--- config.mk ---
export PLATFORM = sky130hd
export DESIGN_NAME = kmeans_frame_controller
export DESIGN_NICKNAME = d
export VERILOG_FILES = /design/src/rtl/kmeans_pkg.sv /design/src/rtl/kmeans_frame_controller_centroid_delta.sv /design/src/rtl/kmeans_frame_controller.sv
export SDC_FILE = /design/constraint.sdc
export NUM_CORES = 1
export LEC_CHECK = 0
export CORE_MARGIN = 1.5
export CORE_UTILIZATION = 58
export DETAILED_ROUTE_END_ITERATION = 7
export MAX_ROUTING_LAYER = met4
export PLACE_DENSITY_LB_ADDON = 0.3
export SLEW_MARGIN = 15
export SYNTH_ARGS = -nofsm -noshare
export SYNTH_HDL_FRONTEND = slang
export SYNTH_SLANG_ARGS = --single-unit
export TNS_END_PERCENT = 100
--- constraint.sdc ---
create_clock -name clk_in -period 6.8 [get_ports clk_in]
set_input_delay 0.68 -clock clk_in [delete_from_list [all_inputs] [get_ports clk_in]]
set_output_delay 0.68 -clock clk_in [all_outputs]
set_load 0.05 [all_outputs]
--- src/rtl/kmeans_pkg.sv ---
// Shared types and constants for the k-means frame controller and its helpers.
package kmeans_pkg;

    localparam int MAX_PLAYERS = 4;
    localparam int X_W         = 11;
    localparam int Y_W         = 10;
    localparam int D_W         = 12;

    localparam logic [1:0] ONE_PLAYER    = 2'd0;
    localparam logic [1:0] TWO_PLAYERS   = 2'd1;
    localparam logic [1:0] THREE_PLAYERS = 2'd2;
    localparam logic [1:0] FOUR_PLAYERS  = 2'd3;

    typedef enum logic [2:0] {
        IDLE     = 3'd0,
        SYNC     = 3'd1,
        ACCUM    = 3'd2,
        TABULATE = 3'd3,
        WAIT     = 3'd4,
        UPDATE   = 3'd5
    } state_e;

    // Saturating 3-bit increment used for the convergence counter.
    function automatic logic [2:0] sat_inc3(input logic [2:0] v);
        return (v == 3'd7) ? 3'd7 : (v + 3'd1);
    endfunction

endpackage

--- src/rtl/kmeans_frame_controller_centroid_delta.sv ---
// centroid_delta: Manhattan distance |dx|+|dy| between a new and a previous centroid.
module centroid_delta
    import kmeans_pkg::*;
(
    input  logic [X_W-1:0] cur_x,
    input  logic [Y_W-1:0] cur_y,
    input  logic [X_W-1:0] prev_x,
    input  logic [Y_W-1:0] prev_y,
    output logic [D_W-1:0] delta
);

    logic [X_W-1:0] dx_s;
    logic [Y_W-1:0] dy_s;

    // Absolute per-axis differences, summed into a result wide enough for the worst case.
    always_comb begin
        if (cur_x >= prev_x) begin
            dx_s = cur_x - prev_x;
        end else begin
            dx_s = prev_x - cur_x;
        end
        if (cur_y >= prev_y) begin
            dy_s = cur_y - prev_y;
        end else begin
            dy_s = prev_y - cur_y;
        end
        delta = D_W'(dx_s) + D_W'(dy_s);
    end

endmodule

--- src/rtl/kmeans_frame_controller.sv ---
// kmeans_frame_controller: sequences an external k-means engine frame by frame,
// captures its centroids and tracks how long the active centroids stay still.
module kmeans_frame_controller
    import kmeans_pkg::*;
#(
    parameter int TIMEOUT_CYCLES = 4096,
    parameter int CONV_THRESH    = 4,
    parameter int CONV_FRAMES    = 2
) (
    input  logic                            clk_in,
    input  logic                            rst_in,
    input  logic                            frame_end_in,
    input  logic [1:0]                      num_players_in,
    input  logic                            km_valid_in,
    input  logic [MAX_PLAYERS-1:0][X_W-1:0] km_x_in,
    input  logic [MAX_PLAYERS-1:0][Y_W-1:0] km_y_in,
    output logic                            pixel_enable_out,
    output logic                            tabulate_out,
    output logic [1:0]                      num_players_out,
    output logic [MAX_PLAYERS-1:0][X_W-1:0] centroid_x_out,
    output logic [MAX_PLAYERS-1:0][Y_W-1:0] centroid_y_out,
    output logic                            centroids_valid_out,
    output logic                            converged_out,
    output logic                            timeout_out
);

    localparam int                WCNT_W    = $clog2(TIMEOUT_CYCLES) + 1;
    localparam logic [WCNT_W-1:0] WAIT_LAST = WCNT_W'(TIMEOUT_CYCLES - 1);
    localparam logic [D_W-1:0]    THRESH    = D_W'(CONV_THRESH);
    // Frame counts above 7 can never be reached by the saturating counter.
    localparam logic [3:0]        FRAMES_W  = (CONV_FRAMES > 7) ? 4'd8 : 4'(CONV_FRAMES);

    state_e                          state_r;
    logic                            pix_en_r;
    logic                            tab_r;
    logic [1:0]                      np_r;
    logic [MAX_PLAYERS-1:0][X_W-1:0] cx_r;
    logic [MAX_PLAYERS-1:0][Y_W-1:0] cy_r;
    logic                            cvalid_r;
    logic                            conv_r;
    logic                            tmo_r;
    logic [WCNT_W-1:0]               wait_cnt_r;
    logic [2:0]                      conv_cnt_r;
    logic [MAX_PLAYERS-1:0][X_W-1:0] cap_x_r;
    logic [MAX_PLAYERS-1:0][Y_W-1:0] cap_y_r;
    logic                            pending_r;

    logic [MAX_PLAYERS-1:0][D_W-1:0] delta_s;
    logic [MAX_PLAYERS-1:0]          active_s;
    logic                            still_s;
    logic [2:0]                      conv_next_s;

    for (genvar g = 0; g < MAX_PLAYERS; g++) begin : g_delta
        centroid_delta u_delta (
            .cur_x  (cap_x_r[g]),
            .cur_y  (cap_y_r[g]),
            .prev_x (cx_r[g]),
            .prev_y (cy_r[g]),
            .delta  (delta_s[g])
        );
    end

    // Centroid indices 0..num_players_out take part in the convergence decision.
    always_comb begin
        active_s = {MAX_PLAYERS{1'b0}};
        for (int i = 0; i < MAX_PLAYERS; i++) begin
            active_s[i] = (2'(i) <= np_r);
        end
    end

    // Stillness of all active centroids and the resulting next convergence count.
    always_comb begin
        still_s = 1'b1;
        for (int i = 0; i < MAX_PLAYERS; i++) begin
            still_s = still_s & (~active_s[i] | (delta_s[i] <= THRESH));
        end
        if (still_s) begin
            conv_next_s = sat_inc3(conv_cnt_r);
        end else begin
            conv_next_s = 3'd0;
        end
    end

    // Frame sequencing FSM with all registered outputs.
    always_ff @(posedge clk_in) begin
        if (rst_in) begin
            state_r    <= IDLE;
            pix_en_r   <= 1'b0;
            tab_r      <= 1'b0;
            np_r       <= ONE_PLAYER;
            cx_r       <= {(MAX_PLAYERS*X_W){1'b0}};
            cy_r       <= {(MAX_PLAYERS*Y_W){1'b0}};
            cvalid_r   <= 1'b0;
            conv_r     <= 1'b0;
            tmo_r      <= 1'b0;
            wait_cnt_r <= {WCNT_W{1'b0}};
            conv_cnt_r <= 3'd0;
            cap_x_r    <= {(MAX_PLAYERS*X_W){1'b0}};
            cap_y_r    <= {(MAX_PLAYERS*Y_W){1'b0}};
            pending_r  <= 1'b0;
        end else begin
            tab_r    <= 1'b0;
            cvalid_r <= 1'b0;
            tmo_r    <= 1'b0;
            case (state_r)
                IDLE: begin
                    state_r <= SYNC;
                end
                SYNC: begin
                    if (frame_end_in) begin
                        state_r  <= ACCUM;
                        pix_en_r <= 1'b1;
                        np_r     <= num_players_in;
                        if (num_players_in != np_r) begin
                            conv_cnt_r <= 3'd0;
                            conv_r     <= 1'b0;
                        end
                    end
                end
                ACCUM: begin
                    if (frame_end_in) begin
                        state_r  <= TABULATE;
                        pix_en_r <= 1'b0;
                        tab_r    <= 1'b1;
                    end
                end
                TABULATE: begin
                    state_r    <= WAIT;
                    wait_cnt_r <= {WCNT_W{1'b0}};
                    pending_r  <= 1'b0;
                end
                WAIT: begin
                    if (frame_end_in) begin
                        pending_r <= 1'b1;
                    end
                    if (km_valid_in) begin
                        cap_x_r <= km_x_in;
                        cap_y_r <= km_y_in;
                        state_r <= UPDATE;
                    end else if (wait_cnt_r == WAIT_LAST) begin
                        // Abandon this frame; outputs and convergence history are kept.
                        tmo_r     <= 1'b1;
                        pending_r <= 1'b0;
                        state_r   <= SYNC;
                    end else begin
                        wait_cnt_r <= wait_cnt_r + WCNT_W'(1);
                    end
                end
                UPDATE: begin
                    cx_r       <= cap_x_r;
                    cy_r       <= cap_y_r;
                    cvalid_r   <= 1'b1;
                    conv_cnt_r <= conv_next_s;
                    conv_r     <= ({1'b0, conv_next_s} >= FRAMES_W);
                    if (pending_r) begin
                        // A frame boundary already passed during WAIT: resume accumulating.
                        pending_r <= 1'b0;
                        state_r   <= ACCUM;
                        pix_en_r  <= 1'b1;
                        np_r      <= num_players_in;
                        if (num_players_in != np_r) begin
                            conv_cnt_r <= 3'd0;
                            conv_r     <= 1'b0;
                        end
                    end else begin
                        state_r <= SYNC;
                    end
                end
                default: begin
                    state_r <= IDLE;
                end
            endcase
        end
    end

    assign pixel_enable_out    = pix_en_r;
    assign tabulate_out        = tab_r;
    assign num_players_out     = np_r;
    assign centroid_x_out      = cx_r;
    assign centroid_y_out      = cy_r;
    assign centroids_valid_out = cvalid_r;
    assign converged_out       = conv_r;
    assign timeout_out         = tmo_r;

endmodule

**Word-level counts from Yosys, hierarchy flattened**

Index checks and enable logic that the tools add are counted.

- $add $sub $neg: 22
- Order comparisons: 17
- Equal/unequal tests: 15
- Mux-type cells: 43
- Bitwise gates (word level): 13
- Reduce and logical (&&, ||, !) cells: 14

Operators by type and width:

| cell | count |
|---|---|
| $sub 11x11->11 | 8 |
| $sub 10x10->10 | 8 |
| $add 11x10->12 | 4 |
| $le 12x3->1 const B | 4 |
| $ge 11x11->1 | 4 |
| $mux 11 | 4 |
| $ge 10x10->1 | 4 |
| $mux 10 | 4 |
| $mux 3 | 10 |
| $mux 13 | 2 |
| $pmux 13 s2 | 1 |
| $pmux 3 s6 | 1 |
| $add 13x1->13 const B | 1 |
| $eq 13x12->1 const B | 1 |
| $mux 1 | 13 |
| $ne 2x2->1 const B | 6 |
| $reduce_and 3->1 | 4 |
| $eq 3x3->1 const B | 3 |
| $eq 3x2->1 const B | 2 |
| $mux 2 | 3 |
| $not 1->1 | 6 |
| $pmux 3 s2 | 1 |
| $reduce_bool 2->1 | 3 |
| $le 1x2->1 const A | 2 |
| other kinds (17) | 25 |

- Bits in registers: 195
- Input bits: 90
- Output and inout port bits: 91
- Word-level logic and storage cells: 150

**Longest topological paths before layout**

Gate-level depths: netlist of run 1.

- Depth in word-level cells: 13
- Mapped depth: 25

**Modules after synthesis**

Synthesis of run 1 repeated with hierarchy kept, for this count alone.

- Cell total of the unflattened synthesis: 2134
- Area total of the unflattened synthesis: 16120.5 um^2

By module, submodules not included:

| module | times used | cells an instance | area an instance (um^2) | sequential area each (um^2) |
|---|---|---|---|---|
| kmeans_frame_controller | 1 | 909 | 7126.8 | 3903.7 |
| centroid_delta at g_delta[3].u_delta | 1 | 320 | 2264.7 | 0.0 |
| centroid_delta at g_delta[1].u_delta | 1 | 302 | 2255.9 | 0.0 |
| centroid_delta at g_delta[2].u_delta | 1 | 299 | 2242.2 | 0.0 |
| centroid_delta at g_delta[0].u_delta | 1 | 304 | 2230.9 | 0.0 |

**Least setup slack after synthesis of run 1**

Ideal clock, no wire load.

- Kind: register to register
- Start point: register cx_r, in the netlist centroid_x_out[26]
- End point: register conv_cnt_r[0]
- Library setup time: 87 ps
- Arrival: 5105 ps
- Slack: 1608 ps
- Stages on the path, launching flop included: 20
- Clock period less this slack: 5192 ps
- Cell sequence: dfxtp_1 -> inv_1 -> ha_1 -> clkbuf_1 -> or4_1 -> o211ai_1 -> a31oi_1 -> a41oi_1 -> clkbuf_1 -> mux2_2 -> fa_1 -> a21o_1 -> and4_1 -> o41a_1 -> o32ai_1 -> and4_1 -> and3_1 -> o2111a_1 -> o21ai_1 -> o31ai_1

- Cells in the longest elaborated chain, start to end: 11
- Elaborated cells between the ends (all ways): 13
- Those cells by class: add/sub (3); order compare (2); mux (5); bitwise (3)

Ends and longest elaborated chain:

| element | line | text |
|---|---|---|
| start, declared | kmeans_frame_controller.sv:37 | `logic [MAX_PLAYERS-1:0][X_W-1:0] cx_r;` |
| start signal, assigned | kmeans_frame_controller.sv:91 | `cx_r <= {(MAX_PLAYERS*X_W){1'b0}};` |
| start signal, assigned | kmeans_frame_controller.sv:150 | `cx_r <= cap_x_r;` |
| $sub 11x11->11, or another cell as far along | kmeans_frame_controller_centroid_delta.sv:20 | `dx_s = prev_x - cur_x;` |
| $mux 11 (*) | kmeans_frame_controller_centroid_delta.sv:17 | `if (cur_x >= prev_x) begin` |
| $add 11x10->12 (*) | kmeans_frame_controller_centroid_delta.sv:27 | `delta = D_W'(dx_s) + D_W'(dy_s);` |
| $le 12x3->1 (*) | kmeans_frame_controller.sv:75 | `still_s = still_s & (~active_s[i] \| (delta_s[i] <= THRESH));` |
| $or 1x1->1 (*) | kmeans_frame_controller.sv:75 |  |
| $and 1x1->1 (*) (2 in a row) | kmeans_frame_controller.sv:75 |  |
| $mux 3 (*) | kmeans_frame_controller.sv:77 | `if (still_s) begin` |
| $mux 3 | kmeans_frame_controller.sv:161 | `if (num_players_in != np_r) begin` |
| $mux 3 (*) | kmeans_frame_controller.sv:155 | `if (pending_r) begin` |
| $pmux 3 s2 (*) | kmeans_frame_controller.sv:105 | `case (state_r)` |
| end signal, assigned | kmeans_frame_controller.sv:153 | `conv_cnt_r <= conv_next_s;` |
| end, declared | kmeans_frame_controller.sv:43 | `logic [2:0] conv_cnt_r;` |

Mark *: on every way between the ends. The rest lies on a longest branch, timed or not.
A chain may end at the register's enable or synchronous reset.

**Final worst setup path of run 1**

- Start point: register cx_r, in the netlist centroid_x_out[6]
- End point: register conv_cnt_r[0]

- Cells in the longest elaborated chain, start to end: 12
- Elaborated cells between the ends (all ways): 14
- Those cells by class: add/sub (3); order compare (2); mux (5); bitwise (4)

Ends and longest elaborated chain:

| element | line |
|---|---|
| $sub 11x11->11, or another cell as far along | kmeans_frame_controller_centroid_delta.sv:20 |
| $mux 11 (*) | kmeans_frame_controller_centroid_delta.sv:17 |
| $add 11x10->12 (*) | kmeans_frame_controller_centroid_delta.sv:27 |
| $le 12x3->1 (*) | kmeans_frame_controller.sv:75 |
| $or 1x1->1 (*) | kmeans_frame_controller.sv:75 |
| $and 1x1->1 (*) (3 in a row) | kmeans_frame_controller.sv:75 |
| $mux 3 (*) | kmeans_frame_controller.sv:77 |
| $mux 3 | kmeans_frame_controller.sv:161 |
| $mux 3 (*) | kmeans_frame_controller.sv:155 |
| $pmux 3 s2 (*) | kmeans_frame_controller.sv:105 |

Marked as above.

==> results of run 1 <==
-- registers in the layout, indices dropped and copies added (netlist names) --
signal and cells:
pixel_enable_out 1, converged_out 1, cap_y_r 40, conv_cnt_r 3, state_r 3, tabulate_out 1
wait_cnt_r 13, cap_x_r 44, centroids_valid_out 1, num_players_out 2, centroid_x_out 44, centroid_y_out 40
timeout_out 1, pending_r 1
-- placed cells by master, fill, tap and decap left out, drive strengths merged, types with 5 or more instances in the layout --
| master | count |
|---|---|
| nor4 | 8 |
| a21boi | 13 |
| a221oi | 11 |
| o211ai | 14 |
| nor2b | 23 |
| a21oi | 280 |
| a21o | 34 |
| nand3 | 30 |
| a31oi | 19 |
| o21a | 20 |
| o31ai | 7 |
| and3 | 12 |
| xnor2 | 51 |
| nand2 | 406 |
| mux2 | 22 |
| ha | 202 |
| nor2 | 75 |
| fa | 20 |
| clkbuf | 18 |
| a211o | 8 |
| o21ai | 68 |
| a2111oi | 6 |
| o311a | 5 |
| buf | 9 |
| clkinv | 8 |
| or3 | 6 |
| dfxtp | 195 |
| inv | 241 |
| o21bai | 18 |
| nor3 | 18 |
| a211oi | 15 |
| nor3b | 5 |
| nand4 | 14 |
| clkdlybuf4s50 | 179 |
| mux2i | 40 |
| xor2 | 28 |
| nand2b | 11 |
-- routing by layer --
layer / wire length (µm) / track usage
met2: 20100 / 0.524
met1: 18300 / 0.374
met3: 2260 / 0.0440
met5: 0 / -
met4: 908 / 0.0925
-- logic make-up (layout without fill, tap and decap cells) --
group           after synthesis  after routing  share of synthesized area
buf+inv                     328            456                     0.0793
flops                       195            195                      0.250
fa+ha+maj                   222            222                      0.188
compound gates              562            562                      0.222
other cells                   0              2                          0
simple gates                631            631                      0.175
xor+xnor                     79             79                     0.0443
mux                          62             62                     0.0418
-- per-stage QoR --
step,worst slack (ps),instance area [µm²]
floorplan,1610,15600
global placement,1120,17500
detailed placement,834,17500
CTS,743,18100
global route,205,18100
finish,710,18100
-- final timing paths --
kind | from | endpoint | slack, ps
worst min-delay path | wait_cnt_r[12] | wait_cnt_r[12] | 460
worst min register to register | wait_cnt_r[12] | wait_cnt_r[12] | 460
worst max-delay path | centroid_x_out[6] | conv_cnt_r[0] | 710
worst max register to register | centroid_x_out[6] | conv_cnt_r[0] | 710
-- power by group --
part,switching (mW),leakage [nW],internal (mW),total [mW]
clock,0.518,0.291,0.526,1.04
combinational,0.153,5.18,0.138,0.290
sequential,0.0131,1.57,1.15,1.16
total,0.683,7.04,1.81,2.50
-- layout make-up --
cell class | count | share of cell area
Clock inverter | 14 | 0.00938
Tap cell | 335 | 0.0231
Multi-Input combinational cell | 1556 | 0.577
Inverter | 236 | 0.0488
Timing Repair Buffer | 188 | 0.103
Sequential cell | 195 | 0.215
Antenna cell | 2 | 0.000276
Clock buffer | 18 | 0.0236
-- critical path: cells and delay by family, from the launching register on --
kind | cells | cell delay, ps
AO/OA/AOI/OAI | 10 | 2580
AND/OR/NAND/NOR | 6 | 1990
adder cells (fa/ha/maj) | 2 | 650
flip-flops | 1 | 380
multiplexers | 1 | 170
XOR/XNOR | 1 | 160
buffers and inverters | 1 | 60
==> results.cfg, run 1 <==
[sta]
tns_ps = 0
rsz0062_at_grt = false
drv_slew = 0
hold_violations = 0
setup_violations = 0
finalCritPeriodShare = 0.896
holdWs_ps = 461
period_minus_slack_ps = 6090
fmax_ghz = 0.164
tightest_slew_ps = 1120
relSlewSlack = 0.232
skew_ps = 15.8

[worst_setup_path]
slowest_delay_ps = 840
rr_worst_depth = 21
cp_max_fo = 16
path_cells = inv_1 -> ha_1 -> a211o_1 -> a21oi_1 -> o211ai_1 -> nor2_1 -> a211oi_1 -> nor3b_1 -> o21ai_0 -> a21oi_1 -> xnor2_1 -> ha_1 -> nor4_1 -> nand3_1 -> a2111oi_0 -> nand4_1 -> nor2_1 -> mux2_2 -> o2111a_1 -> o21ai_1 -> o31ai_1
path_class = reg -> reg
worstPathRequired_ps = 7160
cp-start-kind = flop
end_kind = flop
critPathArrivalTime_ps = 6450
crit_path_top_delay_cell = nor2_1

[floorplanning]
num_io_pins = 181
die_w_um = 167
fp.dieArea_mm2 = 0.0279
core_mm2 = 0.0262
dieHeight_um = 167
initial_core_util = 0.596
rows = 59

[finish]
nNetsFinal = 2506
seq_area_mm2 = 0.00390
final_layout_size_suffix_gt1_frac = 0.0358
area_growth_pct = 16.3
fill_cells = 2248
stdcell_count = 2544
post-route-util = 0.692
multiInputGateArea_mm2 = 0.0105

[clock_tree]
insertion_delay_ps = 450
htree_levels = 4
cts.clk_slew.worst_paths_ps = 80
cts_max_path_buffers = 2
cts.sinks = 195
post-cts-setup-buffers = 0
tritoncts = done
cts_buffers = 17
cts.root.buffer_cell = clkbuf_16
hold_buffers = 0
ctsResizeCount = 0

[synthesis]
syn_area_per_cell_um2 = 7.51
yosys-top-cells-area = dfxtp_1 25%, ha_1 16%, nand2_1 9.8%
yosysMostFrequentCell = nand2_1
syn_inst = 2079
synth-main-ff-cell = dfxtp_1
synth_top_area_share = 0.250
synth_edf_count = 0
mappedNetlistNets = 2391
synth-async-reset-ratio = 0
yosysWarnings = 0
seq_area_frac_synth = 0.250
synth.cell_area_mm2 = 0.0156
synth_top_cell_by_area = dfxtp_1
ys_ff_latch = 195
ys_top_cells_by_count = 406 x nand2_1, 278 x a21oi_1, 236 x inv_1
yosysUniqueCellTypes = 74

[route]
routed_wl_mm = 41.6
drc = 0
drt_iter0_markers = 923
vias_per_cell = 5.75
vias = 14600
first_pass_iters = 5
drt.antenna.violating_nets = 0
wl_per_cell_um = 16.3

[global_route]
antenna_found_initial = 2
grt_pass1_wl_mm = 68.7
grt-ovfl-total = 0
grt_start_max_net_pins = 104
grt_use_total = 0.307
grt_pass1_vias = 14200

[pwr]
ir_drop_uv = 147
power_density_mw_per_mm2 = 137
finalPower_mw = 2.50
leakage_nw = 7.04

[place]
place_congestion = 0.918
portBuffers = 180
dp.cells = 2510
dpl.hpwl_mm = 30.7

[run_status]
status = finished, final reports clean

[hold_path]
hold_depth = 2
hp-class = reg -> reg

[job]
maxCapViolCount = 0
Power figures use the tool's default switching activity.
==> run 2: changes to the inputs <==
Settings changed: CORE_MARGIN 1.5 to default.
==> run 2 against run 1 <==
Effect of this change: the run now ends with design-rule violations left; first-iteration DRC count up 5.1%; wire length down 1.9%; clock power about the same; via count down 0.96%; die area down 1.2%; final area up 0.10%; non-clock buffer count unchanged; fmax down 2.0%; global-route usage about the same; setup slack worse by 130 ps; critical path type unchanged; largest power group unchanged.
==> results.cfg, run 2 (synthesis gave the netlist of run 1 again) <==
[clock_tree]
cts_max_path_buffers = 2
cts.sinks = 195
cts.root.buffer_cell = clkbuf_16
post-cts-setup-buffers = 0
tritoncts = done
hold_buffers = 0
cts_buffers = 17
ctsResizeCount = 0
htree_levels = 4
cts.clk_slew.worst_paths_ps = 80
insertion_delay_ps = 450

[route]
met3WireLength_mm = 2.33
drc = 10
wl_per_cell_um = 16.0
vias_per_cell = 5.70
highest_layer = met4
routed_wl_mm = 40.8
first_pass_iters = 7
wl_met1_mm = 18.2
drt.antenna.violating_nets = 0
vias = 14500
drt_iter0_markers = 970
route.met2.wl_mm = 19.3

[finish]
final_cell_mix = 405 x nand2_1, 278 x a21oi_1, 236 x inv_1
final_layout_size_suffix_gt1_frac = 0.0358
stdcell_count = 2545
final_common_cell = nand2_1
area_growth_pct = 16.4
fill_cells = 2202
seq_area_mm2 = 0.00390
nNetsFinal = 2506
multiInputGateArea_mm2 = 0.0105

[sta]
relSlewSlack = 0.275
rsz0062_at_grt = false
drv_slew = 0
fmax_ghz = 0.161
finalCritPeriodShare = 0.914
tightest_slew_ps = 1090
period_minus_slack_ps = 6220
tns_ps = 0
hold_violations = 0
setup_violations = 0
skew_ps = 18.1

[floorplanning]
core_mm2 = 0.0262
fp.dieArea_mm2 = 0.0276
die_w_um = 166
rows = 59
num_io_pins = 181
dieHeight_um = 166
initial_core_util = 0.596

[worst_setup_path]
path_class = reg -> reg
worstPathRequired_ps = 7140
critPathArrivalTime_ps = 6560
critPathLaunch = centroid_x_out[6]
cp-start-kind = flop
r2r-end = conv_cnt_r[0]
reg2reg_from = centroid_x_out[6]
endpoint = conv_cnt_r[0]
rrSetupSlack_ps = 580
rr_worst_depth = 21
end_kind = flop
cp_max_fo = 16

[global_route]
grt_start_max_net_pins = 113
grt_pass1_wl_mm = 68.1
grt-ovfl-total = 0
grt_pass1_vias = 14000
antenna_found_initial = 3
grt_use_total = 0.307

[pwr]
swShare = 0.263
leakage_nw = 7.05
power_density_mw_per_mm2 = 139
ir_drop_uv = 133
power_frac_clock = 0.424
finalPower_mw = 2.52
netSwitchingPower_mw = 0.663
power_frac_seq = 0.462
intPower_mw = 1.85
p_comb_frac = 0.115

[job]
maxCapViolCount = 0

[run_status]
violations = design-rule violations
status = finished with violations

[hold_path]
hp-class = reg -> reg

[place]
dpl.hpwl_mm = 30.1
dp.cells = 2510
place_congestion = 0.921
portBuffers = 180
run 2: changes by cell type in the layout (fill, tap and decap cells not counted):
| cell | previous run | this run |
|---|---|---|
| inv_6 | 5 | 3 |
| clkinvlp_4 | 0 | 1 |
| clkinv_4 | 3 | 4 |
| clkbuf_8 | 0 | 1 |
| inv_8 | 0 | 1 |
| clkinv_8 | 4 | 2 |
| bufinv_16 | 1 | 2 |
| diode_2 | 2 | 3 |
| clkinv_2 | 1 | 0 |
run 2: worst max-delay path, cell delays in order (launching register included):
cell,delay (ps)
dfxtp_1,370
inv_1,60
ha_1,390
a211o_1,340
a21oi_1,240
o211ai_1,190
nor2_1,850
a211oi_1,210
nor3b_1,400
o21ai_0,130
a21oi_1,180
xnor2_1,140
ha_1,250
nor4_1,290
nand3_1,100
a2111oi_0,840
nand4_1,250
nor2_1,140
mux2_2,180
o2111a_1,180
o21ai_1,100
o31ai_1,270
run 2: power groups by stage:
stage | sequential [mW] | combinational [mW] | clock (mW)
4_1_cts | 1.16 | 0.286 | 1.07
3_3_place_gp | 1.19 | 0.283 | 0
2_1_floorplan | 1.19 | 0.181 | 0
3_5_place_dp | 1.19 | 0.284 | 0
5_1_grt | 1.16 | 0.316 | 1.13
6_report | 1.16 | 0.288 | 1.07
run 2: routing by layer:
layer	vias to the layer above	GRT usage
li1	7288	-
met1	6742	0.380
met2	406	0.510
met3	60	0.0496
met4	0	0.0947
met5	-	-
run 2: worst min-delay path by stage:
stage	cells after the start	endpoint	startpoint
after floorplan	2	wait_cnt_r[12]	wait_cnt_r[12]
after global placement	2	wait_cnt_r[12]	wait_cnt_r[12]
after detailed placement	2	wait_cnt_r[12]	wait_cnt_r[12]
after CTS	2	wait_cnt_r[12]	wait_cnt_r[12]
after global routing	2	wait_cnt_r[12]	wait_cnt_r[12]
final	2	wait_cnt_r[12]	wait_cnt_r[12]
run 2: stage by stage:
stage / hold WS [ps] / setup WS (ps) / utilization / cell area [µm²]
after global placement: 439 / 1110 / 0.669 / 17500
after detailed placement: 449 / 745 / 0.669 / 17500
final: 459 / 584 / 0.693 / 18200
after floorplan: 427 / 1610 / - / 15600
after global routing: 477 / 70.4 / 0.693 / 18200
after CTS: 463 / 736 / 0.693 / 18200
run 2: cell type report:
class | instances | area share
antenna | 3 | 0.000413
multi-input combinational | 1556 | 0.576
clock inverter | 13 | 0.00950
timing repair buffer | 188 | 0.103
clock buffer | 19 | 0.0244
sequential | 195 | 0.215
inverter | 236 | 0.0488
tap | 335 | 0.0231
